[src/rtl/sd_cmd_seq.sv]
`default_nettype none
// ============================================================================
// Module   : sd_cmd_seq
// Purpose  : Sends a 7-byte SD command frame through the sd SPI byte engine's
//            register port, then polls with 0xFF until an R1 byte (bit7 = 0)
//            arrives or MAX_POLL poll bytes have been sent.
// Revision : 1.0  initial release
// ============================================================================
module sd_cmd_seq #(
  parameter int unsigned MAX_POLL = 8,   // 1..255 poll bytes before timeout
  parameter int unsigned SETTLE   = 4    // 2..15 cycles after a write before status read
) (
  input  logic        clk_i,
  input  logic        mcu_rst_i,
  input  logic        start_i,
  input  logic [5:0]  cmd_i,
  input  logic [31:0] arg_i,
  input  logic [6:0]  crc_i,
  output logic        busy_o,
  output logic        done_o,
  output logic [7:0]  resp_o,
  output logic        timeout_o,
  output logic        sd_wr_o,
  output logic        sd_rd_o,
  output logic [7:0]  sd_addr_o8,
  output logic [7:0]  sd_wrdat_o8,
  input  logic [7:0]  sd_rddat_i8
);

  localparam logic [7:0] MAX_POLL_B = 8'(MAX_POLL);
  localparam logic [3:0] SETTLE_B   = 4'(SETTLE);
  localparam logic [7:0] ADDR_DATA  = 8'h00;
  localparam logic [7:0] ADDR_STAT  = 8'h02;

  typedef enum logic [3:0] {
    S_IDLE     = 4'd0,
    S_WR       = 4'd1,
    S_SETTLE   = 4'd2,
    S_STAT_RD  = 4'd3,
    S_STAT_CHK = 4'd4,
    S_NEXT     = 4'd5,
    S_DAT_RD   = 4'd6,
    S_DAT_CHK  = 4'd7,
    S_DONE     = 4'd8
  } state_t;

  state_t      state_q, state_d;
  logic [2:0]  idx_q, idx_d;
  logic [7:0]  poll_q, poll_d;
  logic [3:0]  cnt_q, cnt_d;
  logic        poll_ph_q, poll_ph_d;
  logic [5:0]  cmd_q, cmd_d;
  logic [31:0] arg_q, arg_d;
  logic [6:0]  crc_q, crc_d;
  logic [7:0]  resp_q, resp_d;
  logic        timeout_q, timeout_d;
  logic [7:0]  addr_q, addr_d;
  logic [7:0]  wrdat_q, wrdat_d;
  logic [7:0]  frame_byte;
  logic [7:0]  poll_inc;

  // Frame byte selected by the current index, built from the latched request.
  always_comb begin
    frame_byte = 8'hFF;
    case (idx_q)
      3'd0:    frame_byte = 8'hFF;
      3'd1:    frame_byte = {2'b01, cmd_q};
      3'd2:    frame_byte = arg_q[31:24];
      3'd3:    frame_byte = arg_q[23:16];
      3'd4:    frame_byte = arg_q[15:8];
      3'd5:    frame_byte = arg_q[7:0];
      3'd6:    frame_byte = {crc_q, 1'b1};
      default: frame_byte = 8'hFF;
    endcase
  end

  assign poll_inc = poll_q + 8'd1;

  // Next-state and sd-port strobes; addr/data hold their last value between accesses.
  always_comb begin
    state_d     = state_q;
    idx_d       = idx_q;
    poll_d      = poll_q;
    cnt_d       = cnt_q;
    poll_ph_d   = poll_ph_q;
    cmd_d       = cmd_q;
    arg_d       = arg_q;
    crc_d       = crc_q;
    resp_d      = resp_q;
    timeout_d   = timeout_q;
    sd_wr_o     = 1'b0;
    sd_rd_o     = 1'b0;
    sd_addr_o8  = addr_q;
    sd_wrdat_o8 = wrdat_q;
    case (state_q)
      S_IDLE: begin
        if (start_i) begin
          cmd_d     = cmd_i;
          arg_d     = arg_i;
          crc_d     = crc_i;
          timeout_d = 1'b0;
          idx_d     = 3'd0;
          poll_d    = 8'd0;
          poll_ph_d = 1'b0;
          state_d   = S_WR;
        end
      end
      S_WR: begin
        sd_wr_o     = 1'b1;
        sd_addr_o8  = ADDR_DATA;
        sd_wrdat_o8 = poll_ph_q ? 8'hFF : frame_byte;
        cnt_d       = SETTLE_B;
        state_d     = S_SETTLE;
      end
      S_SETTLE: begin
        cnt_d = cnt_q - 4'd1;
        if (cnt_q <= 4'd1) state_d = S_STAT_RD;
      end
      S_STAT_RD: begin
        sd_rd_o    = 1'b1;
        sd_addr_o8 = ADDR_STAT;
        state_d    = S_STAT_CHK;
      end
      S_STAT_CHK: begin
        // The engine can stay busy arbitrarily long; keep polling status.
        if (sd_rddat_i8[0])  state_d = S_STAT_RD;
        else if (poll_ph_q)  state_d = S_DAT_RD;
        else                 state_d = S_NEXT;
      end
      S_NEXT: begin
        if (idx_q < 3'd6) idx_d = idx_q + 3'd1;
        else              poll_ph_d = 1'b1;
        state_d = S_WR;
      end
      S_DAT_RD: begin
        sd_rd_o    = 1'b1;
        sd_addr_o8 = ADDR_DATA;
        state_d    = S_DAT_CHK;
      end
      S_DAT_CHK: begin
        if (!sd_rddat_i8[7]) begin
          resp_d  = sd_rddat_i8;
          state_d = S_DONE;
        end else begin
          poll_d = poll_inc;
          if (poll_inc == MAX_POLL_B) begin
            resp_d    = 8'hFF;
            timeout_d = 1'b1;
            state_d   = S_DONE;
          end else begin
            state_d = S_WR;
          end
        end
      end
      S_DONE:  state_d = S_IDLE;
      default: state_d = S_IDLE;
    endcase
    addr_d  = sd_addr_o8;
    wrdat_d = sd_wrdat_o8;
  end

  // State and datapath registers; reset drops the strobes immediately.
  always_ff @(posedge clk_i or posedge mcu_rst_i) begin
    if (mcu_rst_i) begin
      state_q   <= S_IDLE;
      idx_q     <= 3'd0;
      poll_q    <= 8'd0;
      cnt_q     <= 4'd0;
      poll_ph_q <= 1'b0;
      cmd_q     <= 6'd0;
      arg_q     <= 32'd0;
      crc_q     <= 7'd0;
      resp_q    <= 8'hFF;
      timeout_q <= 1'b0;
      addr_q    <= 8'd0;
      wrdat_q   <= 8'd0;
    end else begin
      state_q   <= state_d;
      idx_q     <= idx_d;
      poll_q    <= poll_d;
      cnt_q     <= cnt_d;
      poll_ph_q <= poll_ph_d;
      cmd_q     <= cmd_d;
      arg_q     <= arg_d;
      crc_q     <= crc_d;
      resp_q    <= resp_d;
      timeout_q <= timeout_d;
      addr_q    <= addr_d;
      wrdat_q   <= wrdat_d;
    end
  end

  assign busy_o    = (state_q != S_IDLE) && (state_q != S_DONE);
  assign done_o    = (state_q == S_DONE);
  assign resp_o    = resp_q;
  assign timeout_o = timeout_q;

endmodule
`default_nettype wire

[config.mk]
export PLATFORM = sky130hd
export DESIGN_NAME = sd_cmd_seq
export DESIGN_NICKNAME = d
export VERILOG_FILES = /design/src/rtl/sd_cmd_seq.sv
export SDC_FILE = /design/constraint.sdc
export NUM_CORES = 1
export LEC_CHECK = 0
export ABC_AREA = 1
export CORE_UTILIZATION = 53
export DETAILED_ROUTE_END_ITERATION = 8
export GPL_ROUTABILITY_DRIVEN = 1
export MAX_ROUTING_LAYER = met4
export PLACE_DENSITY_LB_ADDON = 0.15
export SYNTH_ARGS = -nofsm -noshare
export SYNTH_HDL_FRONTEND = slang
export SYNTH_SLANG_ARGS = --single-unit
export TNS_END_PERCENT = 1
[constraint.sdc]
create_clock -name clk_i -period 6 [get_ports clk_i]
set_input_delay 1.2 -clock clk_i [delete_from_list [all_inputs] [get_ports clk_i]]
set_output_delay 1.2 -clock clk_i [all_outputs]
set_load 0.1 [all_outputs]
==> flow_summary.json <==
{
  "powerDensity_nw_per_um2": 497,
  "drtIter0Drc": 188,
  "min_period_ns": 4.43,
  "first_pass_iters": 5,
  "avgViaCountPerCell": 5.20,
  "post_cts_resized": 0,
  "worstHoldStart": "resp_o[7]",
  "skew_ns": 0.0102,
  "status": "complete, no violations",
  "grt_max_degree": 60,
  "grt_pass1_wl_um": 15800,
  "grt-ovfl-total": 0,
  "slowest_delay_ns": 1.14,
  "final_common_cell": "nand2_1",
  "postSynthAreaPerCell_um2": 8.34,
  "pin_count": 85,
  "syn_area_um2": 4090,
  "path_class": "reg2out",
  "wl_per_cell_um": 13.5,
  "switchingPower_mw": 1.23,
  "place_ws_ns": 1.96,
  "clk_pin_slew_ns": 0.09,
  "reg2reg_from": "state_q[3]",
  "crit_top_cell": "ha_1",
  "p_leak_nw": 2.47,
  "critPathMaxFanout": 9,
  "maxSlewHeadroom": 0.344,
  "rows": 31,
  "dieArea_um2": 8080,
  "synth_warnings": 0,
  "core_um2": 7370,
  "utilization": 0.708,
  "hold_end": "resp_o[7]",
  "switching_share": 0.474,
  "internal-power_mw": 1.36,
  "hpwl_um": 6730,
  "setup_tns_ns": 0,
  "r2r_cells": 7,
  "antenna_found_initial": 0,
  "worstSkewPairLatency_ns": 0.35,
  "fp.dieW_um": 89.9,
  "syn2layout_area_growth_pct": 27.4,
  "yosysSeqAreaShare": 0.553,
  "chipHeight_um": 89.9,
  "finalHoldViolCount": 0,
  "worstPathArrival_ns": 3.23,
  "yosysUniqueCellTypes": 34,
  "postSynthCellCount": 491,
  "drv_slew": 0,
  "tightest_slew_ns": 0.981,
  "seq_power_share": 0.371,
  "crit_path_cell_trace": "ha_1 > ha_1 > nor3_1 > a21oi_2 > nand3_1 > o21ai_0 > inv_1 > clkdlybuf4s50_1",
  "pwr-share-comb": 0.468,
  "clk_path_buf_depth": 2,
  "dp_cells": 664,
  "post-route-drc-count": 0,
  "routabilityCongestion": 0.874,
  "final-setup-viol-count": 0,
  "post-cts-setup-buffers": 0,
  "root_buffer": "clkbuf_8",
  "dr_total_vias": 3537,
  "cts_tree": "done",
  "port_buffers": 84,
  "fin_crit_sh": 0.739,
  "rsz0062_at_grt": "false",
  "crit_required_ns": 4.80,
  "r2r_slack_ns": 3.63,
  "finalNetCount": 640,
  "antennaDiodeCount": 0,
  "start_util": 0.556,
  "ys_ff_latch": 90,
  "slowest_stage": "clkdlybuf4s50_1",
  "vdd_drop_max_uv": 342,
  "cts-htree-levels": 3,
  "cp_num_cells": 8,
  "crit_family": "buffers and inverters",
  "r2r_end": "cmd_q[0]",
  "antenna_left": 0,
  "power_frac_clock": 0.161,
  "start_kind": "flip-flop",
  "final_cell_mix": "nand2_1 (167), clkdlybuf4s50_1 (84), dfrtp_1 (82), inv_1 (55), nor2_1 (49)",
  "max_freq_ghz": 0.226,
  "max-cap-violations": 0,
  "grtUsageTotal": 0.252,
  "worst_slack_ns": 1.57,
  "synth_fp_nets": 555,
  "cts_buffers": 9,
  "wl_um": 9210,
  "grt_pass1_vias": 3475,
  "critPathBufInv": 2,
  "end_kind": "primary output",
  "layout-drive-gt1-share": 0.0740,
  "hold_depth": 2,
  "cts_sinks": 90,
  "critPathLaunch": "idx_q[0]",
  "worstHoldPathType": "reg2reg",
  "post_layout_nonfiller_instances": 680,
  "cts.hold.buffers_added": 0
}
==> cell usage after synthesis, drive strengths merged <==
cell | n | area share
a211oi | 5 | 0.0092
a21oi | 13 | 0.017
a221oi | 5 | 0.011
a22o | 1 | 0.0021
a31oi | 2 | 0.0031
a41oi | 1 | 0.0021
buf | 7 | 0.0098
clkbuf | 4 | 0.0037
dfrtp | 82 | 0.50
dfstp | 8 | 0.051
ha | 8 | 0.024
inv | 61 | 0.056
mux2i | 1 | 0.0024
nand2 | 170 | 0.16
nand3 | 18 | 0.024
nand4 | 2 | 0.0031
nor2 | 54 | 0.054
nor3 | 2 | 0.0024
nor4 | 1 | 0.0031
o211a | 1 | 0.0024
o21a | 1 | 0.0018
o21ai | 35 | 0.043
o22ai | 7 | 0.011
o311ai | 1 | 0.0021
or2 | 1 | 0.0015
==> worst register-to-register path, delay by kind of cell, from the launching register on <==
family	cells	cell delay (ns)
AO/OA/AOI/OAI	1	0.12
flip-flops	1	0.40
AND/OR/NAND/NOR	4	0.87
buffers and inverters	2	0.90
==> sequential cells by signal, summed over array words and instances, names as in the netlist <==
signal and flops:
addr_q 8, arg_q 32, cmd_q 6, cnt_q 4
crc_q 7, idx_q 3, poll_ph_q 1, poll_q 8
resp_o 8, state_q 4, timeout_o 1, wrdat_q 8
==> final cells by class <==
| type | count | area (µm²) |
|---|---|---|
| timing repair buffer | 85 | 848 |
| multi-input combinational | 329 | 1550 |
| inverter | 61 | 230 |
| tap | 99 | 124 |
| sequential | 90 | 2260 |
| clock inverter | 5 | 62.6 |
| clock buffer | 11 | 141 |
| fill | 592 | 2150 |
==> power groups by stage <==
stage                     Clock [mW]  Sequential, mW  Combinational, mW
after global placement             0           0.968               1.19
final                          0.417           0.963               1.21
after detailed placement           0           0.970               1.21
after floorplan                    0            1.16              0.723
after global routing           0.451           0.986               1.30
after CTS                      0.423           0.961               1.22
==> metrics by stage <==
step	total power [mW]	hold WS [ns]	instance area [µm²]
after detailed placement	2.18	0.457	5010
after floorplan	1.88	0.442	4090
after CTS	2.60	0.472	5220
after global routing	2.74	0.498	5220
after global placement	2.15	0.457	5010
final	2.59	0.471	5220
==> metal layers <==
layer	up-vias	track usage	part of all wire	wire [µm]
li1	1727	-	-	-
met1	1688	0.340	0.47	4300
met2	103	0.388	0.47	4290
met3	19	0.0448	0.051	469
met4	0	0.0887	0.016	148
met5	-	-	0	0
==> how the worst max path moves through the flow <==
stage	slack (ns)	endpoint
floorplan	1.69	sd_addr_o8[1]
global placement	2.03	sd_wrdat_o8[0]
detailed placement	1.96	sd_wrdat_o8[0]
CTS	1.58	sd_wrdat_o8[0]
global route	1.45	sd_wrdat_o8[4]
finish	1.57	sd_wrdat_o8[2]
==> cell families after synthesis <==
logic type	Yosys count	synth area share
AOI/OAI and AO/OA	72	0.104
adders and majority gates	8	0.0245
buffers and inverters	72	0.0694
DFF	90	0.553
muxes	1	0.00245
and+or+nand+nor	248	0.247
Power figures use the tool's default switching activity.
